## src/rtl/bumpy_round_ctrl.sv

```systemverilog
// rtl/bumpy_round_ctrl.sv - Bumpy round/turn controller: spawn, play, death and win sequencing
module bumpy_round_ctrl #(
  parameter int LIVES        = 3,
  parameter int SPAWN_FRAMES = 30,
  parameter int DEATH_FRAMES = 45,
  parameter int WIN_FRAMES   = 90
) (
  input  logic       clk,
  input  logic       reset,
  input  logic       startOfFrame,
  input  logic       startKeyN,
  input  logic       rightN,
  input  logic       leftN,
  input  logic       jumpN,
  input  logic       deathHit,
  input  logic       goalHit,
  output logic       moveRightN,
  output logic       moveLeftN,
  output logic       moveJumpN,
  output logic       endGame,
  output logic [2:0] livesLeft,
  output logic [2:0] gameState
);

  typedef enum logic [2:0] {
    ST_IDLE  = 3'd0,
    ST_SPAWN = 3'd1,
    ST_PLAY  = 3'd2,
    ST_DYING = 3'd3,
    ST_WIN   = 3'd4,
    ST_OVER  = 3'd5
  } state_t;

  // Last frame-counter value of each timed state; the state exits on the
  // frame pulse seen while the counter holds this value.
  localparam logic [7:0] SPAWN_LAST = 8'(SPAWN_FRAMES - 1);
  localparam logic [7:0] DEATH_LAST = 8'(DEATH_FRAMES - 1);
  localparam logic [7:0] WIN_LAST   = 8'(WIN_FRAMES - 1);
  localparam logic [2:0] LIVES_INIT = 3'(LIVES);

  state_t     state_q, state_d;
  logic [7:0] frame_cnt_q, frame_cnt_d;
  logic [2:0] lives_q, lives_d;
  logic       start_key_q, start_key_d;
  logic       end_game_q, end_game_d;
  logic       move_right_n_q, move_right_n_d;
  logic       move_left_n_q, move_left_n_d;
  logic       move_jump_n_q, move_jump_n_d;

  logic       start_press;
  logic       frame_last_spawn;
  logic       frame_last_death;
  logic       frame_last_win;

  // Start press is a falling edge of the start key against its registered copy.
  always_comb begin
    start_press      = start_key_q & ~startKeyN;
    start_key_d      = startKeyN;
    frame_last_spawn = startOfFrame && (frame_cnt_q == SPAWN_LAST);
    frame_last_death = startOfFrame && (frame_cnt_q == DEATH_LAST);
    frame_last_win   = startOfFrame && (frame_cnt_q == WIN_LAST);
  end

  // Phase sequencing, lives bookkeeping and the respawn pulse.
  always_comb begin
    state_d    = state_q;
    lives_d    = lives_q;
    end_game_d = 1'b0;
    case (state_q)
      ST_IDLE, ST_OVER: begin
        if (start_press) begin
          lives_d    = LIVES_INIT;
          end_game_d = 1'b1;
          state_d    = ST_SPAWN;
        end
      end
      ST_SPAWN: begin
        if (frame_last_spawn) begin
          state_d = ST_PLAY;
        end
      end
      ST_PLAY: begin
        // Goal takes precedence when both detectors fire together.
        if (goalHit) begin
          state_d = ST_WIN;
        end else if (deathHit) begin
          state_d = ST_DYING;
          lives_d = (lives_q == 3'd0) ? 3'd0 : lives_q - 3'd1;
        end
      end
      ST_DYING: begin
        if (frame_last_death) begin
          if (lives_q == 3'd0) begin
            state_d = ST_OVER;
          end else begin
            end_game_d = 1'b1;
            state_d    = ST_SPAWN;
          end
        end
      end
      ST_WIN: begin
        if (frame_last_win) begin
          state_d = ST_IDLE;
        end
      end
      default: begin
        state_d = ST_IDLE;
      end
    endcase
  end

  // Frame counter restarts on every phase change and saturates in untimed phases.
  always_comb begin
    frame_cnt_d = frame_cnt_q;
    if (state_d != state_q) begin
      frame_cnt_d = 8'd0;
    end else if (startOfFrame && (frame_cnt_q != 8'hFF)) begin
      frame_cnt_d = frame_cnt_q + 8'd1;
    end
  end

  // One move command per frame while staying in PLAY; released everywhere else.
  always_comb begin
    move_right_n_d = 1'b1;
    move_left_n_d  = 1'b1;
    move_jump_n_d  = 1'b1;
    if ((state_q == ST_PLAY) && (state_d == ST_PLAY)) begin
      if (startOfFrame) begin
        if (!jumpN) begin
          move_jump_n_d = 1'b0;
        end else if (!rightN) begin
          move_right_n_d = 1'b0;
        end else if (!leftN) begin
          move_left_n_d = 1'b0;
        end
      end else begin
        move_right_n_d = move_right_n_q;
        move_left_n_d  = move_left_n_q;
        move_jump_n_d  = move_jump_n_q;
      end
    end
  end

  // State registers with synchronous reset.
  always_ff @(posedge clk) begin
    if (reset) begin
      state_q        <= ST_IDLE;
      frame_cnt_q    <= 8'd0;
      lives_q        <= LIVES_INIT;
      start_key_q    <= 1'b1;
      end_game_q     <= 1'b0;
      move_right_n_q <= 1'b1;
      move_left_n_q  <= 1'b1;
      move_jump_n_q  <= 1'b1;
    end else begin
      state_q        <= state_d;
      frame_cnt_q    <= frame_cnt_d;
      lives_q        <= lives_d;
      start_key_q    <= start_key_d;
      end_game_q     <= end_game_d;
      move_right_n_q <= move_right_n_d;
      move_left_n_q  <= move_left_n_d;
      move_jump_n_q  <= move_jump_n_d;
    end
  end

  assign moveRightN = move_right_n_q;
  assign moveLeftN  = move_left_n_q;
  assign moveJumpN  = move_jump_n_q;
  assign endGame    = end_game_q;
  assign livesLeft  = lives_q;
  assign gameState  = state_q;

endmodule
```

## config.mk

```make
export PLATFORM = sky130hd
export DESIGN_NAME = bumpy_round_ctrl
export DESIGN_NICKNAME = d
export VERILOG_FILES = /design/src/rtl/bumpy_round_ctrl.sv
export SDC_FILE = /design/constraint.sdc
export NUM_CORES = 1
export LEC_CHECK = 0
export CORE_UTILIZATION = 50
export DETAILED_ROUTE_END_ITERATION = 12
export GPL_ROUTABILITY_DRIVEN = 0
export PLACE_DENSITY = 0.76
export SLEW_MARGIN = 0
export SYNTH_ARGS = -nofsm -noshare
export SYNTH_HDL_FRONTEND = slang
export SYNTH_SLANG_ARGS = --single-unit
```

## constraint.sdc

```tcl
create_clock -name clk -period 2 [get_ports clk]
set_input_delay 0.6 -clock clk [delete_from_list [all_inputs] [get_ports clk]]
set_output_delay 0.6 -clock clk [all_outputs]
set_load 0.01 [all_outputs]
```

# Word level (Yosys, flattened, before mapping)
# Cells that the tools add are included.
# op_classes
add_sub_neg,2
n_eq_ne,14
bitwise,3
mux,23
n_reduce_logical,12
# op_table
operator,count
3-bit 2-to-1 mux,11
3-bit case mux with 5 select lines,1
"3-bit by 2-bit == test with 1-bit output, second input constant",3
1-bit 2-to-1 mux,9
"8-bit by 1-bit adder with 8-bit output, second input constant",1
"8-bit by 5-bit == test with 1-bit output, second input constant",1
"8-bit by 6-bit == test with 1-bit output, second input constant",1
"8-bit by 7-bit == test with 1-bit output, second input constant",1
"8-bit inequality test, second input constant",1
"3-bit == test, second input constant",2
3-bit logical NOT,2
"2-bit inequality test, second input constant",3
3-bit case mux with 2 select lines,1
2-bit OR reduction,3
1-bit logical AND,5
4-bit AND reduction,1
"3-bit by 1-bit == test with 1-bit output, second input constant",1
3-bit inequality test,1
"3-bit by 1-bit subtractor with 3-bit output, second input constant",1
1-bit inverter,2
1-bit case mux with 2 select lines,1
2-bit nonzero test,1
1-bit AND,1
# totals
elab_cells,62
in_bits,9
output_inout_bits,10
register_bits,19

# Depth between registers and ports, before layout
# logic_depth
depth_word,8
ltp_mapped,6
mapped_depth_nobuf,6

# Least setup slack after synthesis
# No wires, ideal clock.
# synth_timing
kind,input to register
from,in startOfFrame
to,reg frame_cnt_q[2]
path_slack_ns,0.408
t_arrival_ns,1.452
n_path_buf,0
stages,4
required_ns,1.860
setup_time_ns,0.140
path_cell_list,and4b_1 -> nand2_1 -> a221oi_2 -> nor4_1
# synth_via
elab_chain_len,5
elab_cells_between_ends,10
classes_between,eq/ne (1); mux (4); reduce/logical (5)
# synth_rtl
item,line_no,source
from (decl),10,"input logic startOfFrame,"
"1-bit logical AND, on equally long branches","61, 59, 60",
"3-bit 2-to-1 mux, on equally long branches","102, 78, 92",
3-bit case mux with 5 select lines,69,case (state_q)
3-bit inequality test,115,if (state_d != state_q) begin
2-bit OR reduction (no source line),--,
to (signal assigned),157,frame_cnt_q <= frame_cnt_d;
to (decl),42,"logic [7:0] frame_cnt_q, frame_cnt_d;"
# Parallel ways exist; a longest one is shown, timed or not.
# A chain may end at the register's enable or synchronous reset.

# Worst setup path after layout
# layout_timing
from,in startKeyN
to,reg frame_cnt_q[2]
# layout_via
elab_chain_len,6
# layout_rtl
item,line_no,source
from (decl),11,"input logic startKeyN,"
1-bit inverter,57,start_press = start_key_q & ~startKeyN;
1-bit AND,57,
3-bit 2-to-1 mux,71,if (start_press) begin
3-bit case mux with 5 select lines,69,
3-bit inequality test,115,
2-bit OR reduction (no source line),--,
# Every way passes these cells.

==> results.md <==
- Diodes inserted: 0
- Logic pwr share: 0.165
- Via Count: 1087
- Yosys cell types: 47
- Synthesized instance count: 127
- Sequential Power Share: 0.555
- Clock Skew: 4.07 ps
- Pwr Density: 487 nW/um^2
- Synth Area per Inst: 8.67 sq um
- First-pass GRT wire length: 4600 microns
- DRT Wirelength: 2610 microns
- DIE WIDTH: a little under 50 microns
- DIE AREA: 2390 sq um
- Fraction of registers with async set/reset: 0
- Slew @ Worst Pin: 450 ps
- Clock transition at path regs: 120 ps
- DR vias/cell: slightly below 6
- Overall Power: 0.706 mW
- Crit path capture type: register
- Synth warnings: 0
- Initial antenna violation count: 0
- Core ar.: 2020 sq um
- R2R setup slack: approximately 240 ps
- Nets: 174
- Max-slew headroom: 0.700
- Most used DFF post-synth: dfxtp_1
- Flops & latches, synth: 19
- Grt ovf: 0
- Final Cycle Share: 0.969
- Fmax: 516 MHz
- Switch share: 0.266
- Site Rows: 16
- Clock power frac: 0.280
- Fin Setup TNS: 0 ps
- Hold Crit Start: moveJumpN
- Post-DP HPWL: ~2000 microns
- Max_cap viols: 0
- Global Route Usage Sum: 0.247
- WS Path Type: in2reg
- HP Class: reg2reg
- Synth Cell Area: 1100 sq um
- CTS Root Cell: clkbuf_4
- Post-synthesis sequential area ratio: 0.345
- LEAKAGE: 0.532 nW
- Remaining antenna violation count: 0
- Die height: 48.9 microns
- Post-synth EDFFs: 0
- DR iter-0 viols: 29
- Vias in the first global route: between 1000 and 1500
- FF-to-FF Start: frame_cnt_q[0]
- Count of hold buffers inserted by post-cts repair: 0
- Pre-antenna DRT Iters: 4
- # DRC: 0
- Syn_nets: 139
- I/O pins: 19
- VDD IR-drop max: 0.000406 V
- WP data required: between 2000 and 2500 ps
- Fill count: 160
- Origin of the worst setup path: startKeyN
- Worst-path maximum fanout: 8
- Final Hold Violating Endpoints: 0
- Final Max Tran Viols: 0
- P&R area growth vs syn: 31.7%
- Post-DP Area: 1420 sq um
- Worst-case clock buffer depth: 2
- RSZ-0062 raised after global routing: true
- CP arrival: between 2000 and 2500 ps
- Crit start category: input pin
- Run status: complete, no violations
- Clk_lat worst skew: 290 ps
- NetSw: 0.188 mW
- P_int: 0.519 mW
- H-tree depth: 1
- Post-CTS Setup Bufs: 0
- CTS tree: yes
- Largest net degree at the start of global routing: 13
- Routed len/inst: around 14 microns
- CTS Buf Count: 3
- Clock sink count: 19
- Initial Utilization: 0.545
- Layout cells sized above 1: 0.205
- Tmin final: 1940 ps
- Final instance area: 1450 sq um
- # setup viols final: 0
- Port Buf Inserts: 18
- Most frequent cells in the layout: dfxtp_1, clkdlybuf4s50_1, buf_4
## cells by family after synthesis
kind of cell             count (synthesis)  share of synthesized area
buffers and inverters                   12                     0.0489
flip-flops                              19                      0.345
multiplexers                             2                     0.0182
adder cells (fa/ha/maj)                  3                     0.0341
AO/OA/AOI/OAI                           26                      0.191
XOR/XNOR                                 3                     0.0239
AND/OR/NAND/NOR                         62                      0.339
## state kept, by name (all words and copies together) (netlist names)
signal,cells
frame_cnt_q,8
gameState,3
livesLeft,3
endGame,1
moveJumpN,1
moveLeftN,1
moveRightN,1
start_key_q,1
## metrics by stage
step                      hold slack, ps  setup WS (ps)  utilization  cells
final                                499           62.7        0.717    188
after global routing                 532          -4.07        0.717    188
after CTS                            503           74.6        0.714    188
after detailed placement             468           -228        0.700    184
after global placement               468           -135        0.700    184
after floorplan                      495            408            -    127
## power groups by stage
stage / logic, mW / registers (mW) / clock network, mW
final: 0.117 / 0.392 / 0.198
after floorplan: 0.0598 / 0.400 / 0
after CTS: 0.116 / 0.391 / 0.197
after global placement: 0.110 / 0.399 / 0
after detailed placement: 0.115 / 0.400 / 0
after global routing: 0.127 / 0.393 / 0.214
## worst paths after layout
| kind | end | cells past startpoint |
|---|---|---|
| setup / recovery | frame_cnt_q[2] | 6 |
| hold reg to reg | moveJumpN | 2 |
| hold / removal | moveJumpN | 2 |
| setup reg to reg | frame_cnt_q[2] | 6 |
## what timing repair did
action	in CTS	in global routing
gates resized for setup	1	1
endpoints found under the hold margin	0	0
endpoints found under the setup margin	1	1
## Yosys cell counts (3+ instances only)
cell	instances	area [sq um]
a21oi_1	4	20.0
and4_1	3	26.3
dfxtp_1	19	380
ha_1	3	37.5
inv_1	7	26.3
nand2_1	12	45.0
nand3_1	8	40.0
nand4_1	3	18.8
nor2_1	8	30.0
nor2b_1	4	25.0
nor3_1	7	35.0
o21ai_0	3	15.0
## routing by layer
metal / track usage / vias to the layer above / routed length [microns]
met2: 0.440 / 24 / 1240
met4: 0.0735 / 0 / 34
met3: 0.0436 / 4 / 86
met5: 0 / - / 0
met1: 0.301 / 511 / 1250
li1: - / 548 / -
## area by class of cell
cell class / instances / area (sq um) / area share
multi-input combinational: 96 / 673 / 0.464
clock inverter: 1 / 5.00 / 0.00345
clock buffer: 3 / 22.5 / 0.0155
inverter: 7 / 26.3 / 0.0181
tap: 27 / 33.8 / 0.0233
timing repair buffer: 35 / 308 / 0.212
sequential: 19 / 382 / 0.263
## critical path: stages
cell and delay (ps):
clkdlybuf4s50_1 490, nor3b_1 70, buf_4 140, a221oi_2 290, o221ai_2 240, nor4_2 310
Power figures use the tool's default switching activity.
